### config.mk
export PLATFORM = sky130hd
export DESIGN_NAME = sram_mem_stage_flat
export DESIGN_NICKNAME = d
export VERILOG_FILES = /design/src/rtl/sram_mem_stage_if.sv /design/src/rtl/sram_mem_stage.sv /design/src/flat_wrapper.sv
export SDC_FILE = /design/constraint.sdc
export NUM_CORES = 1
export LEC_CHECK = 0
export CAP_MARGIN = 20
export CORE_MARGIN = 5
export CORE_UTILIZATION = 32
export CTS_BUF_LIST = sky130_fd_sc_hd__clkbuf_8
export CTS_CLUSTER_DIAMETER = 30
export DETAILED_ROUTE_END_ITERATION = 7
export MAX_ROUTING_LAYER = met4
export PLACE_DENSITY_LB_ADDON = 0.08
export SETUP_SLACK_MARGIN = 0.5
export SLEW_MARGIN = 5
export SYNTH_ARGS = -nofsm -noshare
export SYNTH_HDL_FRONTEND = slang
export SYNTH_SLANG_ARGS = --single-unit
### constraint.sdc
create_clock -name clk -period 2.1 [get_ports clk]
set_input_delay 0.42 -clock clk [delete_from_list [all_inputs] [get_ports clk]]
set_output_delay 0.42 -clock clk [all_outputs]
set_load 0.01 [all_outputs]
### src/rtl/sram_mem_stage_if.sv
// External 16-bit SRAM bus seen by the MEM stage.
// master: the MEM stage drives address, strobes and write data.
// slave:  the SRAM (or its model) returns read data.
interface sram_mem_stage_if #(
    parameter int SRAM_ADDR_W = 18
);
    logic [SRAM_ADDR_W-1:0] sram_addr;
    logic                   sram_we_n;
    logic [15:0]            sram_dq_out;
    logic                   sram_dq_oe;
    logic [15:0]            sram_dq_in;

    modport master (
        output sram_addr,
        output sram_we_n,
        output sram_dq_out,
        output sram_dq_oe,
        input  sram_dq_in
    );

    modport slave (
        input  sram_addr,
        input  sram_we_n,
        input  sram_dq_out,
        input  sram_dq_oe,
        output sram_dq_in
    );
endinterface

### src/rtl/sram_mem_stage.sv
// MEM pipeline stage: splits each 32-bit load/store into two 16-bit SRAM
// transfers (low half first), freezes upstream via 'ready' while busy, and
// passes the WB controls through to MEM_stage_reg.
//
// Handshake: a memory request (mem_r_en_in | mem_w_en_in) acts as 'valid'
// from the EXE stage register. 'ready' is 0 from the cycle the request is
// seen until the access finishes; it returns to 1 in DONE, and the upstream
// stages advance on that DONE edge. The EXE register must hold its outputs
// stable while ready = 0. A request still present in DONE is not a new one.
module sram_mem_stage #(
    parameter int BASE_ADDR   = 1024,
    parameter int SRAM_ADDR_W = 18,
    parameter int WAIT_CYCLES = 1
) (
    input  logic        clk,
    input  logic        rst,
    input  logic        wb_en_in,
    input  logic        mem_r_en_in,
    input  logic        mem_w_en_in,
    input  logic [31:0] alu_result_in,
    input  logic [31:0] st_val_in,
    input  logic [3:0]  wb_reg_dest_in,
    output logic        ready,
    output logic        wb_en_out,
    output logic        mem_r_en_out,
    output logic [31:0] alu_result_out,
    output logic [3:0]  wb_reg_dest_out,
    output logic [31:0] data_memory_result,
    output logic [1:0]  dbg_state,
    sram_mem_stage_if.master sram
);

    localparam int              CNT_W    = (WAIT_CYCLES > 1) ? $clog2(WAIT_CYCLES) : 1;
    localparam logic [CNT_W-1:0] CNT_LAST = CNT_W'(WAIT_CYCLES - 1);
    localparam int              WORD_W   = SRAM_ADDR_W - 1;
    localparam logic [31:0]     BASE     = 32'(BASE_ADDR);

    typedef enum logic [1:0] {
        S_IDLE = 2'd0,
        S_LO   = 2'd1,
        S_HI   = 2'd2,
        S_DONE = 2'd3
    } state_t;

    state_t           state_q, state_d;
    logic [CNT_W-1:0] cnt_q, cnt_d;
    logic [15:0]      lo_q, lo_d;
    logic [15:0]      hi_q, hi_d;
    logic             store_q, store_d;

    logic              req;
    logic              in_access;
    logic              half_sel;
    logic [WORD_W-1:0] word_idx;

    assign req = mem_r_en_in | mem_w_en_in;

    // Word index relative to the SRAM base; upper bits drop so addresses wrap.
    assign word_idx = WORD_W'((alu_result_in - BASE) >> 2);

    // Next-state logic: sequence the two half-word transfers, capture load data.
    always_comb begin
        state_d = state_q;
        cnt_d   = cnt_q;
        lo_d    = lo_q;
        hi_d    = hi_q;
        store_d = store_q;
        case (state_q)
            S_IDLE: begin
                if (req) begin
                    state_d = S_LO;
                    cnt_d   = '0;
                    // Store wins when both enables are set.
                    store_d = mem_w_en_in;
                end
            end
            S_LO: begin
                if (cnt_q == CNT_LAST) begin
                    state_d = S_HI;
                    cnt_d   = '0;
                    if (!store_q) begin
                        lo_d = sram.sram_dq_in;
                    end
                end else begin
                    cnt_d = cnt_q + 1'b1;
                end
            end
            S_HI: begin
                if (cnt_q == CNT_LAST) begin
                    state_d = S_DONE;
                    cnt_d   = '0;
                    if (!store_q) begin
                        hi_d = sram.sram_dq_in;
                    end
                end else begin
                    cnt_d = cnt_q + 1'b1;
                end
            end
            S_DONE: begin
                // Always return to IDLE; the held request is the one just served.
                state_d = S_IDLE;
            end
            default: begin
                state_d = S_IDLE;
            end
        endcase
    end

    // State and data registers; async reset aborts any in-flight access.
    always_ff @(posedge clk or posedge rst) begin
        if (rst) begin
            state_q <= S_IDLE;
            cnt_q   <= '0;
            lo_q    <= '0;
            hi_q    <= '0;
            store_q <= 1'b0;
        end else begin
            state_q <= state_d;
            cnt_q   <= cnt_d;
            lo_q    <= lo_d;
            hi_q    <= hi_d;
            store_q <= store_d;
        end
    end

    assign in_access = (state_q == S_LO) || (state_q == S_HI);
    assign half_sel  = (state_q == S_HI);

    // SRAM bus drive: address and strobes only while a transfer is on the bus.
    always_comb begin
        sram.sram_addr   = '0;
        sram.sram_we_n   = 1'b1;
        sram.sram_dq_oe  = 1'b0;
        sram.sram_dq_out = 16'h0000;
        if (in_access) begin
            sram.sram_addr = {word_idx, half_sel};
            if (store_q) begin
                sram.sram_we_n   = 1'b0;
                sram.sram_dq_oe  = 1'b1;
                sram.sram_dq_out = half_sel ? st_val_in[31:16] : st_val_in[15:0];
            end
        end
    end

    // Stall and pass-through: bubble the WB controls while frozen.
    always_comb begin
        ready           = (state_q == S_DONE) || ((state_q == S_IDLE) && !req);
        wb_en_out       = wb_en_in & ready;
        mem_r_en_out    = mem_r_en_in & ready;
        alu_result_out  = alu_result_in;
        wb_reg_dest_out = wb_reg_dest_in;
    end

    assign data_memory_result = {hi_q, lo_q};
    assign dbg_state          = state_q;

endmodule

### src/flat_wrapper.sv
// flat-port wrapper written by rule: the top's interface ports become plain ports
module sram_mem_stage_flat 
#(
    parameter int BASE_ADDR   = 1024,
    parameter int SRAM_ADDR_W = 18,
    parameter int WAIT_CYCLES = 1
)
  (clk, rst, wb_en_in, mem_r_en_in, mem_w_en_in, alu_result_in, st_val_in, wb_reg_dest_in, ready, wb_en_out, mem_r_en_out, alu_result_out, wb_reg_dest_out, data_memory_result, dbg_state, sram_sram_addr, sram_sram_we_n, sram_sram_dq_out, sram_sram_dq_oe, sram_sram_dq_in);
  sram_mem_stage_if #(.SRAM_ADDR_W(SRAM_ADDR_W)) sram_i ();
  input  logic clk;
  input  logic rst;
  input  logic wb_en_in;
  input  logic mem_r_en_in;
  input  logic mem_w_en_in;
  input  logic [31:0] alu_result_in;
  input  logic [31:0] st_val_in;
  input  logic [3:0] wb_reg_dest_in;
  output logic ready;
  output logic wb_en_out;
  output logic mem_r_en_out;
  output logic [31:0] alu_result_out;
  output logic [3:0] wb_reg_dest_out;
  output logic [31:0] data_memory_result;
  output logic [1:0] dbg_state;
  output wire logic [$bits(sram_i.sram_addr)-1:0] sram_sram_addr;
  output wire logic [$bits(sram_i.sram_we_n)-1:0] sram_sram_we_n;
  output wire logic [$bits(sram_i.sram_dq_out)-1:0] sram_sram_dq_out;
  output wire logic [$bits(sram_i.sram_dq_oe)-1:0] sram_sram_dq_oe;
  input wire logic [$bits(sram_i.sram_dq_in)-1:0] sram_sram_dq_in;
  assign sram_sram_addr = sram_i.sram_addr;
  assign sram_sram_we_n = sram_i.sram_we_n;
  assign sram_sram_dq_out = sram_i.sram_dq_out;
  assign sram_sram_dq_oe = sram_i.sram_dq_oe;
  assign sram_i.sram_dq_in = sram_sram_dq_in;
  sram_mem_stage #(.BASE_ADDR(BASE_ADDR), .SRAM_ADDR_W(SRAM_ADDR_W), .WAIT_CYCLES(WAIT_CYCLES)) u_core (.clk(clk), .rst(rst), .wb_en_in(wb_en_in), .mem_r_en_in(mem_r_en_in), .mem_w_en_in(mem_w_en_in), .alu_result_in(alu_result_in), .st_val_in(st_val_in), .wb_reg_dest_in(wb_reg_dest_in), .ready(ready), .wb_en_out(wb_en_out), .mem_r_en_out(mem_r_en_out), .alu_result_out(alu_result_out), .wb_reg_dest_out(wb_reg_dest_out), .data_memory_result(data_memory_result), .dbg_state(dbg_state), .sram(sram_i));
endmodule
==> run metrics, run 1 <==
status=complete, but fails checks; failing checks=negative setup slack; Pint=4440 µW; Most used DFF post-synth=dfrtp_1; Slew @ Worst Pin=about 450 ps; M1 GR Usage=19.6%; sw frac=35.3%; largest cells by area after synthesis=dfrtp_1 41%, mux2_1 17%, buf_4 13%; crit-path max FO=3; combinational share of power=74.4%; Yosys warnings=0; cells after synthesis=between 200 and 250; H-tree depth=2; DRC violations left=0; Setup crit end kind=output pin; dominant cell type by area after synthesis=dfrtp_1; hold buffers post-CTS=0; Num CTS Buffers=5; critical path class=input pin to output pin; Initial DRT Pass Iterations=5; synthesized area=2150 µm²; Max-slew headroom=between 60% and 70%; grt total ovfl=0; CP Launch Point=alu_result_in[14]; most common library cells after synthesis=36 x buf_4, 35 x dfrtp_1, 32 x mux2_1, 19 x nor2_1, 17 x mux2i_1; Peak Freq=456 MHz; crit start category=input pin; Final Critical Period=2200 ps; Hold Path Origin=u_core.lo_q[7]; Yosys reg bits=35; ratio of cells with drive above 1 in the final layout=approximately 52%; Fin. Hold Viols=0; CTS sink cnt=35; final net count=470; switching power=between 2000 and 2500 µW; multi-input logic area=~1400 µm²; # fillers=532; post-synthesis async set-or-reset flop share=100%; number of setup violations in the final report=3; Reg area=between 800 and 900 µm²; Iteration-0 DRC Markers=54; die width=92.1 µm; hpwl dp=5.66 mm; Final Max Tran Viols=0; share of the synthesized area in the top cell type=about two fifths; full die area=8470 µm²; Hold Crit Class=flop to flop; Final Util=68.7%; post-DR wirelength/cell=about 16 µm; met3 GRT Util=5.99%; Syn Nets=295; slack of the critical path=-95.3 ps; Routed WL=between 7 and 8 mm; die span in y=92.1 µm; CTS Buffer Depth=2; met2 Use GR=approximately 30%; Vias/cell=4.62; Placer Congestion=between 0.7 and 0.8; worst skew pair latency=290 ps; Rows=30; critical path data arrival time=1780 ps; Post-DRT Antenna Nets=0; Flop pwr share=~18%; post-synthesis cell type count=25; initial antenna violation count=0; Core Box Area=6680 µm²; max_cap viols=0; GRT Util Overall=between 10% and 20%; Clk network pwr share=7.6%; antenna fix cells=0; vias in the first global route=2313; Post-synth EDFFs=0; Fin Hold WS=between 400 and 500 ps; # IOs=198; CTS clk-pin slew, worst paths=70 ps; VDD IR max=1.16 mV; synth-to-layout area growth=113%; Crit path required time=around 1700 ps; largest net degree at the start of global routing=36; leakage power=0.00210 µW; top-count cell post-synth=buf_4; via count=2111; syn_area_per_cell=~11 µm²; worst r2r src=u_core.dbg_state[0]; fin crit share=105%; first-pass GRT wire length=11.6 mm; Port Buffers=159; PwrDens=between 1000 and 1500 nW/µm²; TritonCTS clock tree=built; gr busiest metal=met2; clock root cell=clkbuf_8; sequential area share after synthesis=40.7%; RSZ-0062 raised after global routing=yes; clock skew=about 7.1 ps; starting density of the core=32.2%
-- layout make-up --
| type | instances | share of cell area, % |
|---|---|---|
| flip-flops and latches | 35 | 19.1 |
| clock inverters | 2 | 0.354 |
| inverters | 6 | 0.981 |
| well taps | 80 | 2.18 |
| repair buffers | 213 | 46.2 |
| clock buffers | 6 | 1.80 |
| multi-input cells | 115 | 29.4 |
-- cell families after synthesis --
group           after synthesis  share of synthesized area (%)
compound gates               12                           3.95
buf+inv                      51                           15.4
mux                          50                           25.1
fa+ha+maj                     5                           2.90
simple gates                 47                           11.5
xor+xnor                      1                          0.407
flops                        35                           40.7
-- stage by stage --
| step | setup TNS, ps | power, µW | area, µm² | instances | worst slack, ps |
|---|---|---|---|---|---|
| 4_1_cts | -333 | 6660 | 4430 | 454 | -167 |
| 3_5_place_dp | -6860 | 5250 | 3950 | 421 | -923 |
| 5_1_grt | -734 | 7280 | 4590 | 457 | -123 |
| 6_report | -185 | 6870 | 4590 | 457 | -95.3 |
| 3_3_place_gp | -6490 | 5230 | 3950 | 421 | -903 |
| 2_1_floorplan | 0 | 3290 | 2390 | 201 | 65.8 |
-- state kept, by name (all words and copies together), names as in the netlist --
register and flops:
u_core.dbg_state 2, u_core.hi_q 16, u_core.store_q 1, u_core.lo_q 16
-- routing by layer --
layer / up-vias / wire (µm)
met3: 16 / 702
met5: - / 0
met2: 130 / 3690
met1: 968 / 2980
li1: 997 / -
met4: 0 / 159
-- worst max-delay path, cell delays in order --
cell and delay, ps:
buf_6 90, or4_4 530, buf_6 140, or3_4 320
a21boi_2 130, buf_2 140
-- worst paths after layout --
kind / depth (start not counted) / slack, ps / end
setup / recovery: 6 / -100 / sram_sram_addr[16]
hold / removal: 1 / 490 / u_core.lo_q[7]
setup reg to reg: 8 / 320 / u_core.hi_q[0]
hold reg to reg: 1 / 490 / u_core.lo_q[7]
max in group asynchronous: 3 / 1210 / u_core.dbg_state[1]
min in group asynchronous: 3 / 540 / u_core.lo_q[14]
-- layout by cell type (no fill, tap or decap), types with 4 or more instances in the layout --
master | synthesis | layout
mux2_1 | 32 | 16
dfrtp_1 | 35 | 34
buf_2 | 5 | 19
ha_4 | 0 | 4
buf_6 | 0 | 55
clkbuf_8 | 0 | 6
and2_4 | 0 | 11
nor2_2 | 0 | 12
clkdlybuf4s50_1 | 0 | 63
buf_12 | 0 | 5
nor2_4 | 0 | 5
mux2i_2 | 0 | 6
buf_4 | 36 | 18
mux2_4 | 0 | 16
dlygate4sd2_1 | 0 | 37
mux2i_4 | 0 | 6
mux2i_1 | 17 | 5
clkdlybuf4s15_1 | 0 | 5
a21boi_2 | 0 | 4
-- power by group through the flow --
stage               registers [µW]  clock network (µW)  logic (µW)
floorplan                     1390                   0        1900
global placement              1230                   0        4000
CTS                           1240                 544        4880
finish                        1240                 523        5110
detailed placement            1250                   0        4010
global route                  1280                 574        5430
-- what timing repair did --
item / in CTS / in global routing
buffers inserted: 22 / 3
setup endpoints to repair: 100 / 65
pin swaps: 14 / 12
resized for setup: 339 / 39
cloned: 3 / 0
No activity file was read; power rests on OpenSTA's default activity.
==> run 2, diff against run 1 <==
Settings changed: TNS_END_PERCENT from default to 5.
==> run 2 against run 1 <==
- the run still ends with negative setup slack left
- maximum frequency shrank 1.3%
- global-route usage fell by 0.54 points
- via count fell by 3.5%
- wire length is 2.0% lower
- register-to-register slack worse by 20 ps
- critical path depth stayed put
- sequential share of layout area is 1.6 points higher
- sequential power barely moved
- sequential cell count unchanged
- worst setup slack got worse by 30 ps
- cell count is 3.5% lower
- critical path type unchanged
- critical endpoint unchanged
- largest cell class unchanged
- highest routed layer unchanged
==> run metrics, run 2 (same netlist as run 1, synthesis figures left out) <==
status=complete, but fails checks; failing checks=negative setup slack; largest net degree at the start of global routing=36 (unchanged); CTS Buffer Depth=2 (unchanged); worst r2r src=u_core.dbg_state[0]; post-DR wirelength/cell=16.7 µm (+1.5%); final net count=454 (-3.4%); die span in y=92.1 µm (unchanged); crit start category=input pin; via count=2037 (-3.5%); highest-count cells in the layout ignoring fill and taps=66 x clkdlybuf4s50_1, 35 x dfrtp_1, 34 x buf_6; Crit path required time=1680 ps (about the same); Placed Area=3810 µm² (-3.4%); GRT Util Overall=17.1% (-0.54 points); Post-DRT Antenna Nets=0 (unchanged); Placer Congestion=0.781 (+3.8%); Vias/cell=4.62 (about the same); CTS sink cnt=35 (unchanged); Port Buffers=159 (unchanged); Slew @ Worst Pin=434 ps (-18.3 ps); H-tree depth=2 (unchanged); RSZ-0062 raised after global routing=yes; ratio of cells with drive above 1 in the final layout=42.7% (-9.6 points); die width=92.1 µm (unchanged); Design Area, Final=4220 µm² (-8.0%); Fin. Hold Viols=0 (unchanged); DRC violations left=0 (unchanged); initial antenna violation count=0 (unchanged); full die area=8470 µm² (unchanged); Num CTS Buffers=5 (unchanged); fin crit share=106% (+1.4 points); antenna fix cells=0 (unchanged); PwrDens=1360 nW/µm² (-9.1%); # fillers=561 (+5.5%); hpwl dp=5.48 mm (-3.2%); first-pass GRT wire length=11.3 mm (-2.4%); synth-to-layout area growth=96.0%; TritonCTS clock tree=built; total power draw=5740 µW (-16%); VDD IR max=0.674 mV (-42%); Hold Crit Class=flop to flop; Max-slew headroom=71.0% (+1.2 points); Core Box Area=6680 µm² (unchanged); Hold Path Origin=u_core.lo_q[2]; Iteration-0 DRC Markers=38 (-30%); Peak Freq=449 MHz (-1.3%); vias in the first global route=2209 (-4.5%); Setup crit end kind=output pin; CTS clk-pin slew, worst paths=60 ps (about the same); crit-path max FO=2 (-1); number of setup violations in the final report=2 (-1); grt total ovfl=0 (unchanged); critical path data arrival time=1800 ps (+20 ps); hold buffers post-CTS=0 (unchanged); # IOs=198 (unchanged); Final Critical Period=2220 ps (+29.5 ps); critical path class=input pin to output pin; leakage power=0.00209 µW (-0.36%); Routed WL=7.37 mm (-2.0%); slack of the critical path=-125 ps (-29.5 ps); CP Launch Point=alu_result_in[16]; Final Max Tran Viols=0 (unchanged); clock root cell=clkbuf_8; Initial DRT Pass Iterations=4 (-1); commonest non-fill, non-tap cell in the layout=clkdlybuf4s50_1; max_cap viols=0 (unchanged); Rows=30 (unchanged); clock skew=2.15 ps (-4.93 ps); Fin Hold WS=484 ps (-5.92 ps); worst skew pair latency=270 ps (-20 ps); starting density of the core=32.2% (unchanged)
==> run 2: cell count changes in the layout (fill, tap and decap cells not counted), sizes merged <==
cell           change
inv                +3
clkinv             -1
dlymetal6s2s      +14
clkdlybuf4s50      +3
clkinvlp           -1
clkdlybuf4s15      +3
dlygate4sd2       -18
buf               -19
==> run 2: through the flow <==
stage	setup WS (ps)	setup TNS [ps]	cells	utilization [%]
floorplan	65.8	0	201	-
global placement	-907	-5420	420	57.1
detailed placement	-919	-5520	420	57.1
CTS	-78.2	-145	434	60.1
global route	-166	-302	441	63.2
finish	-125	-198	441	63.2
==> run 2: layout make-up <==
cell class,count,area [µm²],share of cell area (%)
clock inverters,3,12.5,0.296
flip-flops and latches,35,876,20.7
inverters,6,27.5,0.652
multi-input cells,115,1200,28.4
clock buffers,5,68.8,1.63
well taps,80,100,2.37
repair buffers,197,1940,46.0
==> run 2: worst max-delay path, cell delays in order <==
cell,delay [ps]
buf_6,90
or4_4,540
buf_6,140
or3_4,310
a21boi_1,150
buf_2,160
==> run 2: path summary, 6_finish.rpt <==
kind / endpoint / slack [ps] / depth (start not counted)
max: sram_sram_addr[16] / -120 / 6
min: u_core.lo_q[2] / 480 / 1
max reg2reg: u_core.hi_q[5] / 300 / 8
min reg2reg: u_core.lo_q[2] / 480 / 1
max in group asynchronous: u_core.lo_q[3] / 1250 / 3
min in group asynchronous: u_core.hi_q[8] / 540 / 3
==> run 2: layer usage <==
metal / wire (µm) / vias up / global-route usage (%)
li1: - / 959 / -
met1: 2660 / 970 / 17.6
met2: 3980 / 89 / 31.5
met3: 574 / 19 / 5.09
met4: 157 / 0 / 4.95
met5: 0 / - / -
==> run 2: what timing repair did <==
action / CTS / global route
pin swaps: 31 / 32
endpoints found under the setup margin: 86 / 92
gates cloned: 0 / 1
gates resized for setup: 291 / 58
setup buffers: 6 / 6
==> run 2: report_power, final <==
group / switching (µW) / internal (µW)
registers: 187 / 1030
clock network: 215 / 222
logic: 1650 / 2440
